File: src/rtl/keypad_pkg.sv
// rtl/keypad_pkg.sv - shared constants, event-code sizing and helpers for the keypad scanner
package keypad_pkg;

  localparam int DEF_ROWS       = 4;
  localparam int DEF_COLS       = 4;
  localparam int DEF_SCAN_DIV   = 50000;
  localparam int DEF_DEBOUNCE   = 3;
  localparam int DEF_FIFO_DEPTH = 4;
  localparam int DEF_RPT_DELAY  = 20;
  localparam int DEF_RPT_RATE   = 5;

  // Widest matrix the popcount helper accepts.
  localparam int MAX_KEYS = 64;

  typedef enum logic {
    EM_IDLE,
    EM_WALK
  } emit_state_t;

  function automatic int ev_w(input int rows, input int cols);
    return 1 + $clog2(rows * cols);
  endfunction

  function automatic int rel_bit(input int rows, input int cols);
    return ev_w(rows, cols) - 1;
  endfunction

  function automatic int unsigned popcount(input logic [MAX_KEYS-1:0] v);
    int unsigned n;
    n = 0;
    for (int i = 0; i < MAX_KEYS; i++) n = n + {31'd0, v[i]};
    return n;
  endfunction

endpackage

File: src/rtl/keypad_event_fifo.sv
// rtl/keypad_event_fifo.sv - first-word-fall-through event queue with drop-on-full and sticky overflow
module keypad_event_fifo #(
  parameter int WIDTH = 5,
  parameter int DEPTH = 4
) (
  input  logic             clk,
  input  logic             rst,
  input  logic [WIDTH-1:0] in_tdata,
  input  logic             in_tvalid,
  output logic [WIDTH-1:0] out_tdata,
  output logic             out_tvalid,
  input  logic             out_tready,
  output logic             ovf,
  input  logic             ovf_clr
);

  localparam int AW = $clog2(DEPTH);

  logic [WIDTH-1:0] mem [DEPTH];
  logic [AW-1:0]    wr_ptr, rd_ptr;
  logic [AW:0]      count;
  logic             full, empty, pop, push_ok, drop;

  assign full    = (count == (AW+1)'(DEPTH));
  assign empty   = (count == '0);
  assign pop     = out_tvalid & out_tready;
  // A pop in the same cycle frees the slot, so a full queue still accepts.
  assign push_ok = in_tvalid & (~full | pop);
  assign drop    = in_tvalid & full & ~pop;

  assign out_tvalid = ~empty;
  assign out_tdata  = empty ? '0 : mem[rd_ptr];

  always_ff @(posedge clk) begin
    if (push_ok) mem[wr_ptr] <= in_tdata;
  end

  always_ff @(posedge clk) begin
    if (!rst) begin
      wr_ptr <= '0;
      rd_ptr <= '0;
      count  <= '0;
      ovf    <= 1'b0;
    end else begin
      if (push_ok) wr_ptr <= wr_ptr + AW'(1);
      if (pop)     rd_ptr <= rd_ptr + AW'(1);
      case ({push_ok, pop})
        2'b10:   count <= count + (AW+1)'(1);
        2'b01:   count <= count - (AW+1)'(1);
        default: count <= count;
      endcase
      if (drop)         ovf <= 1'b1;
      else if (ovf_clr) ovf <= 1'b0;
    end
  end

endmodule

File: src/rtl/keypad_scan_ctrl.sv
// rtl/keypad_scan_ctrl.sv - matrix keypad scanner with full-matrix debounce, press/release events and auto-repeat
module keypad_scan_ctrl
  import keypad_pkg::*;
#(
  parameter int ROWS       = DEF_ROWS,
  parameter int COLS       = DEF_COLS,
  parameter int SCAN_DIV   = DEF_SCAN_DIV,
  parameter int DEBOUNCE   = DEF_DEBOUNCE,
  parameter int FIFO_DEPTH = DEF_FIFO_DEPTH,
  parameter int RPT_DELAY  = DEF_RPT_DELAY,
  parameter int RPT_RATE   = DEF_RPT_RATE,
  localparam int EV_W      = ev_w(ROWS, COLS)
) (
  input  logic            clk,
  input  logic            rst,
  input  logic [COLS-1:0] col_in,
  output logic [ROWS-1:0] row_select,
  input  logic            rpt_en,
  output logic            ev_valid,
  input  logic            ev_ready,
  output logic [EV_W-1:0] ev_code,
  output logic            pressed,
  output logic            ovf,
  input  logic            ovf_clr
);

  localparam int NK  = ROWS * COLS;
  localparam int KW  = EV_W - 1;
  localparam int REL = rel_bit(ROWS, COLS);
  localparam int DW  = $clog2(SCAN_DIV);
  localparam int RW  = (ROWS > 1) ? $clog2(ROWS) : 1;
  localparam int NW  = $clog2(DEBOUNCE + 1);
  localparam int RPW = $clog2(((RPT_DELAY > RPT_RATE) ? RPT_DELAY : RPT_RATE) + 1);

  logic [DW-1:0]   dwell;
  logic [RW-1:0]   row_idx;
  logic [NK-1:0]   snap, snap_full, cand, cand_next, m_stable, m_old;
  logic [NW-1:0]   n_cnt, n_next;
  logic            sample, snap_done, accept;
  emit_state_t     em_state, em_next;
  logic [KW-1:0]   emit_idx, held_idx;
  logic            emit_push;
  logic [RPW-1:0]  rpt_cnt, rpt_inc;
  logic            rpt_started, rpt_pend, rpt_ok, rpt_fire;
  logic            push;
  logic [EV_W-1:0] push_code;

  assign sample    = (dwell == DW'(SCAN_DIV - 1));
  assign snap_done = sample & (row_idx == RW'(ROWS - 1));
  assign pressed   = |m_stable;

  // Snapshot as it will look once the current row is latched.
  always_comb begin
    snap_full = snap;
    snap_full[row_idx*COLS +: COLS] = col_in;
  end

  always_ff @(posedge clk) begin
    if (!rst) begin
      dwell      <= '0;
      row_idx    <= '0;
      row_select <= ROWS'(1);
      snap       <= '0;
    end else if (sample) begin
      dwell      <= '0;
      snap       <= snap_full;
      row_select <= {row_select[ROWS-2:0], row_select[ROWS-1]};
      row_idx    <= snap_done ? '0 : row_idx + RW'(1);
    end else begin
      dwell <= dwell + DW'(1);
    end
  end

  always_comb begin
    accept    = 1'b0;
    n_next    = n_cnt;
    cand_next = cand;
    if (snap_done) begin
      if (snap_full == m_stable) begin
        n_next = '0;
      end else begin
        if (snap_full == cand) begin
          n_next = n_cnt + NW'(1);
        end else begin
          cand_next = snap_full;
          n_next    = NW'(1);
        end
        if (n_next == NW'(DEBOUNCE)) begin
          accept = 1'b1;
          n_next = '0;
        end
      end
    end
  end

  always_ff @(posedge clk) begin
    if (!rst) begin
      cand     <= '0;
      n_cnt    <= '0;
      m_stable <= '0;
      m_old    <= '0;
    end else begin
      cand  <= cand_next;
      n_cnt <= n_next;
      if (accept) begin
        m_old    <= m_stable;
        m_stable <= snap_full;
      end
    end
  end

  always_ff @(posedge clk) begin
    if (!rst) begin
      em_state <= EM_IDLE;
      emit_idx <= '0;
    end else begin
      em_state <= em_next;
      emit_idx <= (em_state == EM_WALK) ? emit_idx + KW'(1) : '0;
    end
  end

  always_comb begin
    em_next = em_state;
    case (em_state)
      EM_IDLE: if (accept) em_next = EM_WALK;
      EM_WALK: if (emit_idx == KW'(NK - 1)) em_next = EM_IDLE;
      default: em_next = EM_IDLE;
    endcase
  end

  assign emit_push = (em_state == EM_WALK) && (m_old[emit_idx] != m_stable[emit_idx]);

  always_comb begin
    held_idx = '0;
    for (int i = 0; i < NK; i++) if (m_stable[i]) held_idx = KW'(i);
  end

  assign rpt_ok  = rpt_en && (popcount(MAX_KEYS'(m_stable)) == 1);
  assign rpt_inc = rpt_cnt + RPW'(1);

  always_comb begin
    rpt_fire = 1'b0;
    if (snap_done && !accept && rpt_ok)
      rpt_fire = rpt_started ? (rpt_inc == RPW'(RPT_RATE)) : (rpt_inc == RPW'(RPT_DELAY));
  end

  // The repeat is pushed one clock after the scan boundary; the emitter is idle by then.
  always_ff @(posedge clk) begin
    if (!rst) begin
      rpt_cnt     <= '0;
      rpt_started <= 1'b0;
      rpt_pend    <= 1'b0;
    end else begin
      rpt_pend <= rpt_fire;
      if (accept || !rpt_ok) begin
        rpt_cnt     <= '0;
        rpt_started <= 1'b0;
      end else if (rpt_fire) begin
        rpt_cnt     <= '0;
        rpt_started <= 1'b1;
      end else if (snap_done) begin
        rpt_cnt <= rpt_inc;
      end
    end
  end

  assign push = emit_push | rpt_pend;

  always_comb begin
    push_code             = '0;
    push_code[KW-1:0]     = rpt_pend ? held_idx : emit_idx;
    push_code[REL]        = !rpt_pend && m_old[emit_idx];
  end

  keypad_event_fifo #(
    .WIDTH (EV_W),
    .DEPTH (FIFO_DEPTH)
  ) u_fifo (
    .clk        (clk),
    .rst        (rst),
    .in_tdata   (push_code),
    .in_tvalid  (push),
    .out_tdata  (ev_code),
    .out_tvalid (ev_valid),
    .out_tready (ev_ready),
    .ovf        (ovf),
    .ovf_clr    (ovf_clr)
  );

endmodule

File: config.mk
export PLATFORM = sky130hd
export DESIGN_NAME = keypad_scan_ctrl
export DESIGN_NICKNAME = d
export VERILOG_FILES = /design/src/rtl/keypad_pkg.sv /design/src/rtl/keypad_event_fifo.sv /design/src/rtl/keypad_scan_ctrl.sv
export SDC_FILE = /design/constraint.sdc
export NUM_CORES = 1
export LEC_CHECK = 0
export ABC_AREA = 1
export CELL_PAD_IN_SITES_DETAIL_PLACEMENT = 0
export CELL_PAD_IN_SITES_GLOBAL_PLACEMENT = 1
export CORE_AREA = 3 3 125 127
export CTS_BUF_LIST = sky130_fd_sc_hd__clkbuf_8
export DETAILED_ROUTE_END_ITERATION = 12
export DIE_AREA = 0 0 128 130
export GPL_ROUTABILITY_DRIVEN = 0
export PLACE_DENSITY_LB_ADDON = 0.1
export SLEW_MARGIN = 15
export SYNTH_ARGS = -nofsm -noshare
export SYNTH_HDL_FRONTEND = slang
export SYNTH_SLANG_ARGS = --single-unit
File: constraint.sdc
create_clock -name clk -period 6.8 [get_ports clk]
set_clock_uncertainty 0.15 [all_clocks]
set_input_delay 1.02 -clock clk [delete_from_list [all_inputs] [get_ports clk]]
set_output_delay 1.02 -clock clk [all_outputs]
set_load 0.03 [all_outputs]
==> results.sh <==
export IMPL_power_leakage_nw=3.45
export IMPL_setup_violations_final=0
export IMPL_r2r_cells=20
export IMPL_cp_max_fo=6
export IMPL_rsz0062_at_grt="false"
export IMPL_cts_resized=0
export IMPL_min_delay_start="dwell[0]"
export IMPL_synth_area_leaders="dfxtp_1 30%, nand2_1 12%, edfxtp_1 8.2%"
export IMPL_cts_max_level=4
export IMPL_critPathLaunch="m_stable[5]"
export IMPL_ctsLongestPathBuffers=2
export IMPL_critPathArrivalTime_ns=4.87
export IMPL_finalCritPeriodShare_pct=68.7
export IMPL_cts_hold_buf=0
export IMPL_grt_pass1_vias=5946
export IMPL_areaGrowthSynthToFinish_pct=9.44
export IMPL_core_mm2=0.0145
export IMPL_synth_edf_count=20
export IMPL_status="completed"
export IMPL_synth_flop_cell="dfxtp_1"
export IMPL_max_stage_delay_ns=0.54
export IMPL_synth_top_area_share_pct=30.2
export IMPL_ir_drop_uv=125
export IMPL_async_flop_share_pct=0
export IMPL_ys_types=42
export IMPL_grt_max_degree=68
export IMPL_numCtsBuffers=17
export IMPL_worstSetupStartpointType="register"
export IMPL_num_rows=44
export IMPL_fin_util_pct=54.9
export IMPL_fin_crit_ns=4.67
export IMPL_ant_nets=0
export IMPL_diodes=0
export IMPL_grt_overflow_total=0
export IMPL_total_power_w=0.00166
export IMPL_yosys_warnings=0
export IMPL_start_util_pct=50.1
export IMPL_drc_errors=0
export IMPL_slew_headroom_pct=37.2
export IMPL_cts_tree="yes"
export IMPL_finalHoldViolations=0
export IMPL_die_area_mm2=0.0166
export IMPL_holdWs_ns=0.305
export IMPL_crit_slowest_cell="fa_1"
export IMPL_synth_area_mm2=0.00729
export IMPL_grt_pass1_wl_um=29900
export IMPL_hp_class="reg -> reg"
export IMPL_drv_cap=0
export IMPL_fin_setup_tns_ns=0
export IMPL_clk_insertion_delay_late_ns=0.46
export IMPL_initialDrtViolationCount=429
export IMPL_track_usage_pct=22.5
export IMPL_r2r_start="m_stable[5]"
export IMPL_drive_above_1_share_pct=6.62
export IMPL_ys_ff_latch=130
export IMPL_drtPass1Iterations=5
export IMPL_antenna_found_initial=0
export IMPL_drv_slew=0
export IMPL_synthCells=1051
export IMPL_ys_seq_area_share_pct=38.5
export IMPL_wl_per_cell_um=14.1
export IMPL_synth_top_area_cell="dfxtp_1"
export IMPL_wl_um=17800
export IMPL_fp_dieH_um=130
export IMPL_dp_hpwl_um=12700
export IMPL_p_per_area_mw_per_mm2=209
export IMPL_cts_setup_buffers=0
export IMPL_die_x_um=128
export IMPL_path_cells="inv_1, fa_1, inv_1, fa_1, fa_1, inv_1, fa_1, inv_1, ha_1, fa_1, nor2_1, nand2_1, nor2_1, nand4_1, nor3_1, nand4_1, inv_1, o21ai_2, nand3_1, nor2_1"
export IMPL_required_ns=6.99
export IMPL_cts_sinks=130
export IMPL_cts_clk_slew_worst_paths_ns=0.08
export IMPL_nNetsFinal=1098
export IMPL_syn_area_per_cell_um2=6.93
export IMPL_place_port_buffers=20
export IMPL_root_buffer="clkbuf_8"
export IMPL_fmax_mhz=214
export IMPL_endpoint_kind="register"
export IMPL_whs_path_depth=1
export IMPL_num_vias=6404
export IMPL_via_per_inst=5.09
export IMPL_pin_count=21
export IMPL_syn_nets=1089
export IMPL_tightest_slew_ns=0.940
export IMPL_crit_type="reg -> reg"
placed cells by master, fill, tap and decap left out, drive strengths merged, types with 5 or more instances in the layout:
cell           instances
o21ai                 54
nand2                242
or2                    6
clkinv                 7
edfxtp                20
inv                  156
dfxtp                110
nand3                 93
nor3                   5
clkdlybuf4s50         19
o211ai                 6
ha                    18
clkbuf                20
fa                    11
nand4                 12
a211oi                13
nor2                 162
buf                    5
xor2                  16
a21oi                 72
stage by stage:
stage          cells  instance area, µm²  setup WS, ns
2_1_floorplan   1051                7290          2.51
3_3_place_gp    1225                7580          2.27
3_5_place_dp    1225                7580          2.14
4_1_cts         1257                7980          2.12
5_1_grt         1257                7980          1.80
6_report        1257                7980          2.13
report_power, final:
group          switching [W]  total, W  internal, W  leakage, nW
clock               0.000315  0.000664     0.000349        0.204
combinational       0.000125  0.000193    0.0000678         2.13
sequential         0.0000158  0.000808     0.000792         1.12
cells by family (layout without fill, tap and decap cells):
group,count (synthesis),after routing,share of synthesized area [%]
compound gates,155,155,12.1
fa+ha+maj,29,29,6.11
simple gates,527,527,30.7
xor+xnor,19,19,2.28
buf+inv,190,212,10.2
mux,1,1,0.137
flops,130,130,38.5
Yosys cell counts (13+ instances only):
library cell	number
nor2_1	154
nand3_1	91
clkbuf_1	18
inv_1	147
a21oi_1	71
ha_1	18
edfxtp_1	20
nand2_1	234
dfxtp_1	110
xor2_1	16
a211oi_1	13
o21ai_0	35
sequential cells by signal (all words and copies together), names as in the netlist, 2 cells and up, named ones only:
register and flops:
cand 16, dwell 16, emit_idx 4, m_old 16, m_stable 16, n_cnt 2
row_idx 2, row_select 4, rpt_cnt 5, snap 16, u_fifo.count 3, u_fifo.mem 20
u_fifo.rd_ptr 2, u_fifo.wr_ptr 2
worst paths after layout:
path	endpoint	slack [ns]
setup / recovery	rpt_cnt[1]	2.13
hold / removal	dwell[0]	0.30
setup reg to reg	rpt_cnt[1]	2.13
hold reg to reg	dwell[0]	0.30
final cells by class:
type | instances | area [µm²]
fill | 1497 | 6560
clock buffer | 20 | 275
timing repair buffer | 24 | 225
inverter | 156 | 586
clock inverter | 12 | 118
sequential | 130 | 2800
multi-input combinational | 731 | 3740
tap | 184 | 230
metal layers:
metal | vias up | routed length [µm] | global-route usage, %
li1 | 3368 | - | -
met2 | 140 | 7970 | 35.8
met3 | 19 | 711 | 3.85
met1 | 2877 | 8850 | 31.6
met4 | 0 | 234 | 6.87
met5 | - | 0 | 0
worst max-delay path, delay by kind of cell, from the launching register on:
kind | cells | cell delay, ns
AOI/OAI and AO/OA | 1 | 0.06
buffers and inverters | 5 | 0.37
and+or+nand+nor | 8 | 0.93
DFF | 1 | 0.43
adders and majority gates | 6 | 2.63
No activity file was read; power rests on OpenSTA's default activity.
